File: config.mk
export PLATFORM = sky130hd
export DESIGN_NAME = riscv_trap_ctrl_flat
export DESIGN_NICKNAME = d
export VERILOG_FILES = /design/src/rtl/riscv_trap_ctrl_if.sv /design/src/rtl/riscv_trap_ctrl.sv /design/src/flat_wrapper.sv
export SDC_FILE = /design/constraint.sdc
export NUM_CORES = 1
export LEC_CHECK = 0
export ABC_AREA = 1
export CAP_MARGIN = 15
export CELL_PAD_IN_SITES_DETAIL_PLACEMENT = 0
export CELL_PAD_IN_SITES_GLOBAL_PLACEMENT = 1
export CORE_MARGIN = 2
export CORE_UTILIZATION = 24
export CTS_CLUSTER_SIZE = 25
export DETAILED_ROUTE_END_ITERATION = 8
export PLACE_DENSITY_LB_ADDON = 0.25
export RECOVER_POWER = 100
export SLEW_MARGIN = 20
export SYNTH_ARGS = -nofsm -noshare
export SYNTH_HDL_FRONTEND = slang
export SYNTH_SLANG_ARGS = --single-unit
File: constraint.sdc
create_clock -name clk -period 3.47 [get_ports clk]
set_clock_uncertainty 0.2 [all_clocks]
set_input_delay 0.347 -clock clk [delete_from_list [all_inputs] [get_ports clk]]
set_output_delay 0.347 -clock clk [all_outputs]
set_load 0.02 [all_outputs]
File: src/rtl/riscv_trap_ctrl_if.sv
// Trap-controller bundle: trap requests from the pipeline, the CSR register-file port,
// and the fetch stall/redirect strobes.
interface riscv_trap_ctrl_if #(
    parameter int WORD_LENGTH = 32
);
    logic                   ecall_req;
    logic                   mret_req;
    logic [WORD_LENGTH-1:0] pc_in;
    logic [WORD_LENGTH-1:0] csr_rdata;
    logic                   csr_we;
    logic [WORD_LENGTH-1:0] csr_addr;
    logic [WORD_LENGTH-1:0] csr_wdata;
    logic                   stall;
    logic                   redirect_valid;
    logic [WORD_LENGTH-1:0] redirect_pc;

    // master: the trap controller, which owns the CSR port and the redirect
    modport master (
        input  ecall_req, mret_req, pc_in, csr_rdata,
        output csr_we, csr_addr, csr_wdata, stall, redirect_valid, redirect_pc
    );

    // slave: the pipeline plus CSR register file around the controller
    modport slave (
        output ecall_req, mret_req, pc_in, csr_rdata,
        input  csr_we, csr_addr, csr_wdata, stall, redirect_valid, redirect_pc
    );
endinterface

File: src/rtl/riscv_trap_ctrl.sv
// M-mode trap sequencer: ECALL saves mepc/mcause/mstatus and jumps to mtvec;
// MRET restores mstatus and jumps back to mepc. One CSR access per cycle.
module riscv_trap_ctrl #(
    parameter int WORD_LENGTH = 32,
    parameter int ECALL_CAUSE = 11
) (
    input  logic              clk,
    input  logic              rst,
    riscv_trap_ctrl_if.master bus
);
    typedef enum logic [2:0] {
        IDLE,
        SAVE_EPC,
        SAVE_CAUSE,
        SAVE_STATUS,
        LOAD_VEC,
        RESTORE_STATUS,
        LOAD_EPC
    } state_t;

    localparam logic [WORD_LENGTH-1:0] ADDR_MSTATUS = WORD_LENGTH'(12'h300);
    localparam logic [WORD_LENGTH-1:0] ADDR_MTVEC   = WORD_LENGTH'(12'h305);
    localparam logic [WORD_LENGTH-1:0] ADDR_MEPC    = WORD_LENGTH'(12'h341);
    localparam logic [WORD_LENGTH-1:0] ADDR_MCAUSE  = WORD_LENGTH'(12'h342);
    localparam logic [WORD_LENGTH-1:0] ALIGN_MASK   = ~WORD_LENGTH'(3);

    state_t                 r_state;
    state_t                 w_next;
    logic [WORD_LENGTH-1:0] r_epc;
    logic [WORD_LENGTH-1:0] w_status_save;
    logic [WORD_LENGTH-1:0] w_status_restore;
    logic [WORD_LENGTH-1:0] w_target_pc;

    // NOTE: sequential state uses non-blocking assignments so every register samples
    // pre-edge values; blocking here would make r_epc depend on process ordering.
    always_ff @(posedge clk or posedge rst) begin
        if (rst) begin
            r_state <= IDLE;
            r_epc   <= '0;
        end else begin
            r_state <= w_next;
            if (r_state == IDLE && bus.ecall_req) begin
                r_epc <= bus.pc_in;
            end
        end
    end

    // Entry moves MIE into MPIE; exit moves MPIE back. MPP is always M-mode.
    always_comb begin
        w_status_save           = bus.csr_rdata;
        w_status_save[7]        = bus.csr_rdata[3];
        w_status_save[3]        = 1'b0;
        w_status_save[12:11]    = 2'b11;
        w_status_restore        = bus.csr_rdata;
        w_status_restore[3]     = bus.csr_rdata[7];
        w_status_restore[7]     = 1'b1;
        w_status_restore[12:11] = 2'b11;
        w_target_pc             = bus.csr_rdata & ALIGN_MASK;
    end

    // NOTE: every output and w_next gets a default before the case, so no path
    // through this block can leave a value unassigned and infer a latch.
    always_comb begin
        w_next             = r_state;
        bus.csr_we         = 1'b0;
        bus.csr_addr       = '0;
        bus.csr_wdata      = '0;
        bus.stall          = 1'b1;
        bus.redirect_valid = 1'b0;
        bus.redirect_pc    = '0;
        unique case (r_state)
            IDLE: begin
                bus.stall = bus.ecall_req | bus.mret_req;
                if (bus.ecall_req) begin
                    w_next = SAVE_EPC;
                end else if (bus.mret_req) begin
                    w_next = RESTORE_STATUS;
                end
            end
            SAVE_EPC: begin
                bus.csr_we    = 1'b1;
                bus.csr_addr  = ADDR_MEPC;
                bus.csr_wdata = r_epc & ALIGN_MASK;
                w_next        = SAVE_CAUSE;
            end
            SAVE_CAUSE: begin
                bus.csr_we    = 1'b1;
                bus.csr_addr  = ADDR_MCAUSE;
                bus.csr_wdata = WORD_LENGTH'(ECALL_CAUSE);
                w_next        = SAVE_STATUS;
            end
            SAVE_STATUS: begin
                bus.csr_we    = 1'b1;
                bus.csr_addr  = ADDR_MSTATUS;
                bus.csr_wdata = w_status_save;
                w_next        = LOAD_VEC;
            end
            LOAD_VEC: begin
                bus.csr_addr       = ADDR_MTVEC;
                bus.redirect_valid = 1'b1;
                bus.redirect_pc    = w_target_pc;
                w_next             = IDLE;
            end
            RESTORE_STATUS: begin
                bus.csr_we    = 1'b1;
                bus.csr_addr  = ADDR_MSTATUS;
                bus.csr_wdata = w_status_restore;
                w_next        = LOAD_EPC;
            end
            LOAD_EPC: begin
                bus.csr_addr       = ADDR_MEPC;
                bus.redirect_valid = 1'b1;
                bus.redirect_pc    = w_target_pc;
                w_next             = IDLE;
            end
            default: begin
                w_next = IDLE;
            end
        endcase
    end
endmodule
File: src/flat_wrapper.sv
// flat-port wrapper written by rule: the top's interface ports become plain ports
module riscv_trap_ctrl_flat 
#(
    parameter int WORD_LENGTH = 32,
    parameter int ECALL_CAUSE = 11
)
  (clk, rst, bus_ecall_req, bus_mret_req, bus_pc_in, bus_csr_rdata, bus_csr_we, bus_csr_addr, bus_csr_wdata, bus_stall, bus_redirect_valid, bus_redirect_pc);
  riscv_trap_ctrl_if #(.WORD_LENGTH(WORD_LENGTH)) bus_i ();
  input  logic clk;
  input  logic rst;
  input wire logic [$bits(bus_i.ecall_req)-1:0] bus_ecall_req;
  input wire logic [$bits(bus_i.mret_req)-1:0] bus_mret_req;
  input wire logic [$bits(bus_i.pc_in)-1:0] bus_pc_in;
  input wire logic [$bits(bus_i.csr_rdata)-1:0] bus_csr_rdata;
  output wire logic [$bits(bus_i.csr_we)-1:0] bus_csr_we;
  output wire logic [$bits(bus_i.csr_addr)-1:0] bus_csr_addr;
  output wire logic [$bits(bus_i.csr_wdata)-1:0] bus_csr_wdata;
  output wire logic [$bits(bus_i.stall)-1:0] bus_stall;
  output wire logic [$bits(bus_i.redirect_valid)-1:0] bus_redirect_valid;
  output wire logic [$bits(bus_i.redirect_pc)-1:0] bus_redirect_pc;
  assign bus_i.ecall_req = bus_ecall_req;
  assign bus_i.mret_req = bus_mret_req;
  assign bus_i.pc_in = bus_pc_in;
  assign bus_i.csr_rdata = bus_csr_rdata;
  assign bus_csr_we = bus_i.csr_we;
  assign bus_csr_addr = bus_i.csr_addr;
  assign bus_csr_wdata = bus_i.csr_wdata;
  assign bus_stall = bus_i.stall;
  assign bus_redirect_valid = bus_i.redirect_valid;
  assign bus_redirect_pc = bus_i.redirect_pc;
  riscv_trap_ctrl #(.WORD_LENGTH(WORD_LENGTH), .ECALL_CAUSE(ECALL_CAUSE)) u_core (.clk(clk), .rst(rst), .bus(bus_i));
endmodule
Yosys cells after proc, flatten, opt, wreduce, memory -nomap -nowiden
Index checks and enable logic that the tools add are counted.
- register bits after elaboration: 35
- bits of input ports: 68
- output and inout port bits: 99
- logic and storage cells: 25
- eq/ne operators: 7
- multiplexer cells: 9
- bitwise gates (word level): 1
- reduce and logical (&&, ||, !) cells: 6
- operator list (cell ; count):
    $pmux 32 s4 ; 1
    $pmux 10 s4 ; 1
    $mux 32 ; 1
    $pmux 3 s5 ; 1
    $eq 3x3->1 const B ; 3
    $eq 3x2->1 const B ; 2
    $mux 3 ; 2
    $reduce_or 2->1 ; 3
    $reduce_or 4->1 ; 1
    $eq 3x1->1 const B ; 1
    $logic_not 3->1 ; 1
    $mux 1 ; 3
    $ne 3x3->1 const B ; 1
    $logic_and 1x1->1 ; 1
    $or 1x1->1 ; 1

Logic depth before layout (Yosys ltp)
- depth in word-level cells: 3
- mapped depth: 7
- mapped depth without buffers: 5

Least setup slack after synthesis
Ideal clock, no wire load.
- kind: flip-flop to output port
- start: register u_core.r_state[2]
- end: output bus_csr_addr[9]
- data arrival time: 1.509 ns
- required time: 2.923 ns
- path slack: 1.414 ns
- cell stages (with the launch flop): 8
- buffers on the path: 3
- path through: dfrtp_1 -> buf_6 -> inv_2 -> nor2_1 -> inv_2 -> buf_2 -> nand3_1 -> buf_4
- cells in the longest elaborated chain, start to end: 3
- elaborated cells between the ends (all ways): 9
- RTL lines (element ; RTL line ; text):
    from (decl) ; riscv_trap_ctrl.sv:27 ; state_t r_state;
    from (signal assigned) ; riscv_trap_ctrl.sv:41 ; r_state <= w_next;
    $eq 3x3->1 (tied with other cells) ; riscv_trap_ctrl.sv:71 ; unique case (r_state)
    $reduce_or 2->1 (no line) ; -- ;
    $pmux 10 s4 (*) ; riscv_trap_ctrl.sv:71 ;
    to (decl) ; flat_wrapper.sv:16 ; output wire logic [$bits(bus_i.csr_addr)-1:0] bus_csr_addr;
Mark *: on every way between the ends. The rest lies on a longest branch, timed or not.

Worst setup path after layout
- start: register u_core.r_state[2]
- end: output bus_csr_wdata[18]
- cells in the longest elaborated chain, start to end: 2
- elaborated cells between the ends (all ways): 5
- RTL lines (element ; RTL line ; text):
    $eq 3x3->1 (tied with other cells) ; riscv_trap_ctrl.sv:71 ;
    $pmux 32 s4 (*) ; riscv_trap_ctrl.sv:71 ;
    to (decl) ; flat_wrapper.sv:17 ; output wire logic [$bits(bus_i.csr_wdata)-1:0] bus_csr_wdata;
Marks and branches as above.

==> impl_metrics.ini <==
[grt]
first_global_vias = 2141
groute.usage.overall = 0.120
grt_max_degree = 61
overflow = 0
antenna_found_initial = 0
grt_pass1_wl_mm = 10.0

[drt]
wirelength_mm = 6.25
met1_length_mm = 2.64
route.met2.wl_mm = 3.09
drc_errors = 0
dr_wl_met3_um = 427
ant_nets = 0
drtIter0Drc = 50
wl_per_cell_um = 10.7
via_per_inst = 3.85
vias = 2252
drt_pre_antenna_iters = 4
top_layer = met4

[clocking]
root_buffer = clkbuf_8
cts_tree = yes
htreeDepth = 2
cts_buffers = 5
clk_latency_ns = 0.28
clock-sinks = 33
clock_path_buffers = 2
cts-resized-gates = 0
path_clk_slew_ns = 0.06
ctsHoldBuffers = 0
post_cts_buffers = 0

[logic_synthesis]
yosysWarnings = 0
syn-cell-area_sq_um = 2310
synth-seq-cells = 33
yosys.cell_types.count = 20
synthCells = 329
ys_seq_area_frac = 0.357
postSynthAreaPerCell_sq_um = 7.03

[cells_and_area]
final_nets = 523
final_cell_mix = 71 x dlygate4sd3_1, 70 x inv_1, 70 x nand2_1
final_common_cell = dlygate4sd3_1
postLayoutCellArea_sq_um = 3590
syn2layout_area_growth_pct = 55.3
antenna_cells = 0
drive_gt1_frac = 0.0307

[placement]
place_area_sq_um = 3570
gp_congestion = 0.723
port_buffers = 136
hpwl_mm = 4.75

[power]
power_frac_comb = 0.655
vdd_ir_drop_max_v = 0.000288
leakagePower_uw = 0.00193
switching_share = 0.488
pwr-share-seq = 0.245
p_switching_uw = 1360
power_density_nw_per_um2 = 773
p_int_uw = 1420
pwr-share-clk = 0.100

[timing]
post-route-period-util = 0.855
setup_viol = 0
grt_setup_unrepaired = false
post-route-min-period_ns = 2.97
setup_tns_ns = 0
hold_viol_final = 0
worst_pin_slew_ns = 1.01
max_freq_mhz = 337
slew_violations = 0
max-slew-margin-rel = 0.329

[worst_setup_path]
cp_max_fo = 30
timing.rr.end = u_core.r_epc[27]
cp.arrival_ns = 2.42
startpoint_type = flip-flop
rr_worst_depth = 3
rr_startpoint = u_core.r_state[2]
reg2reg_slack_ns = 1.07
crit_path_end_kind = primary output
required_ns = 2.92
crit_type = reg -> out

[run_status]
status = finished, final reports clean

[floorplan]
die_x_um = 102
rows = 35
initial_core_util = 0.249
die-area_sq_um = 10400
io_pins = 167
die_y_um = 102
core_area_sq_um = 9280

[flow_run]
cap_violations = 0

[hold_path]
hp-class = reg -> reg
hold_depth = 2
hold_start = u_core.r_epc[7]
min_delay_worst_endpoint = u_core.r_epc[7]
-- state kept, by name, summed over array words and instances (netlist names) --
signal / flops
u_core.r_epc: 30
u_core.r_state: 3
-- per-layer routing --
metal,vias to the layer above,global-route usage
li1,1173,-
met1,990,0.140
met2,83,0.217
met3,6,0.0280
met4,0,0.0369
met5,-,0
-- power by group through the flow --
stage	clock network, uW	registers [uW]	logic, uW
4_1_cts	298	684	2090
3_3_place_gp	0	685	2070
5_1_grt	312	707	2030
2_1_floorplan	0	649	1350
3_5_place_dp	0	690	2080
6_report	278	680	1820
-- cells by family (layout without fill, tap and decap cells) --
kind of cell,Yosys count,in the layout,share of synthesized area
AO/OA/AOI/OAI,62,62,0.156
buffers and inverters,117,217,0.278
flip-flops,33,33,0.357
other,1,28,0.00162
AND/OR/NAND/NOR,116,116,0.207
-- synthesized netlist by cell type --
master	instances	area (sq um)
nand2_2	2	12.5
nor2_1	34	128
nor2_2	1	6.26
conb_1	1	3.75
o21ai_2	13	114
buf_6	12	135
a21oi_1	1	5.00
buf_4	29	218
inv_2	3	11.3
nand3_4	1	17.5
dfrtp_1	33	826
o21ai_0	23	115
o21ai_1	24	120
nand3_1	6	30.0
nand2_1	70	263
inv_1	69	259
nand2_4	1	11.3
buf_2	4	20.0
o31ai_1	1	7.51
nor2_4	1	11.3
-- final cells by class --
cell class              count  area (sq um)
fillers                  1020          5690
clock buffers               6          72.6
well taps                 129           161
flip-flops and latches     33           826
inverters                  72           270
clock inverters             2          10.0
repair buffers            137          1370
multi-input cells         206           887
-- stage by stage --
step	instances	utilization	power [uW]	hold slack, ns	setup WS (ns)
3_5_place_dp	577	0.385	2770	0.266	0.749
3_3_place_gp	577	0.385	2760	0.260	0.733
6_report	585	0.387	2780	0.278	0.503
5_1_grt	585	0.387	3050	0.300	0.235
2_1_floorplan	356	-	2000	0.250	1.41
4_1_cts	585	0.394	3070	0.284	0.431
-- worst max-delay path by stage --
stage	startpoint	to	cells past startpoint
floorplan	u_core.r_state[2]	bus_csr_addr[9]	7
global placement	u_core.r_state[1]	bus_csr_wdata[24]	6
detailed placement	u_core.r_state[1]	bus_csr_wdata[24]	6
CTS	u_core.r_state[1]	bus_csr_wdata[24]	6
global route	u_core.r_state[1]	bus_csr_wdata[31]	6
finish	u_core.r_state[2]	bus_csr_wdata[18]	5
-- worst max-delay path, cell delays in order (launching register included) --
cell and delay, ns:
dfrtp_1 0.54, inv_1 0.15, nand2_1 0.13, nand2_2 0.33, o21ai_0 0.28, dlygate4sd3_1 0.71
(Power assumes the default switching activity.)
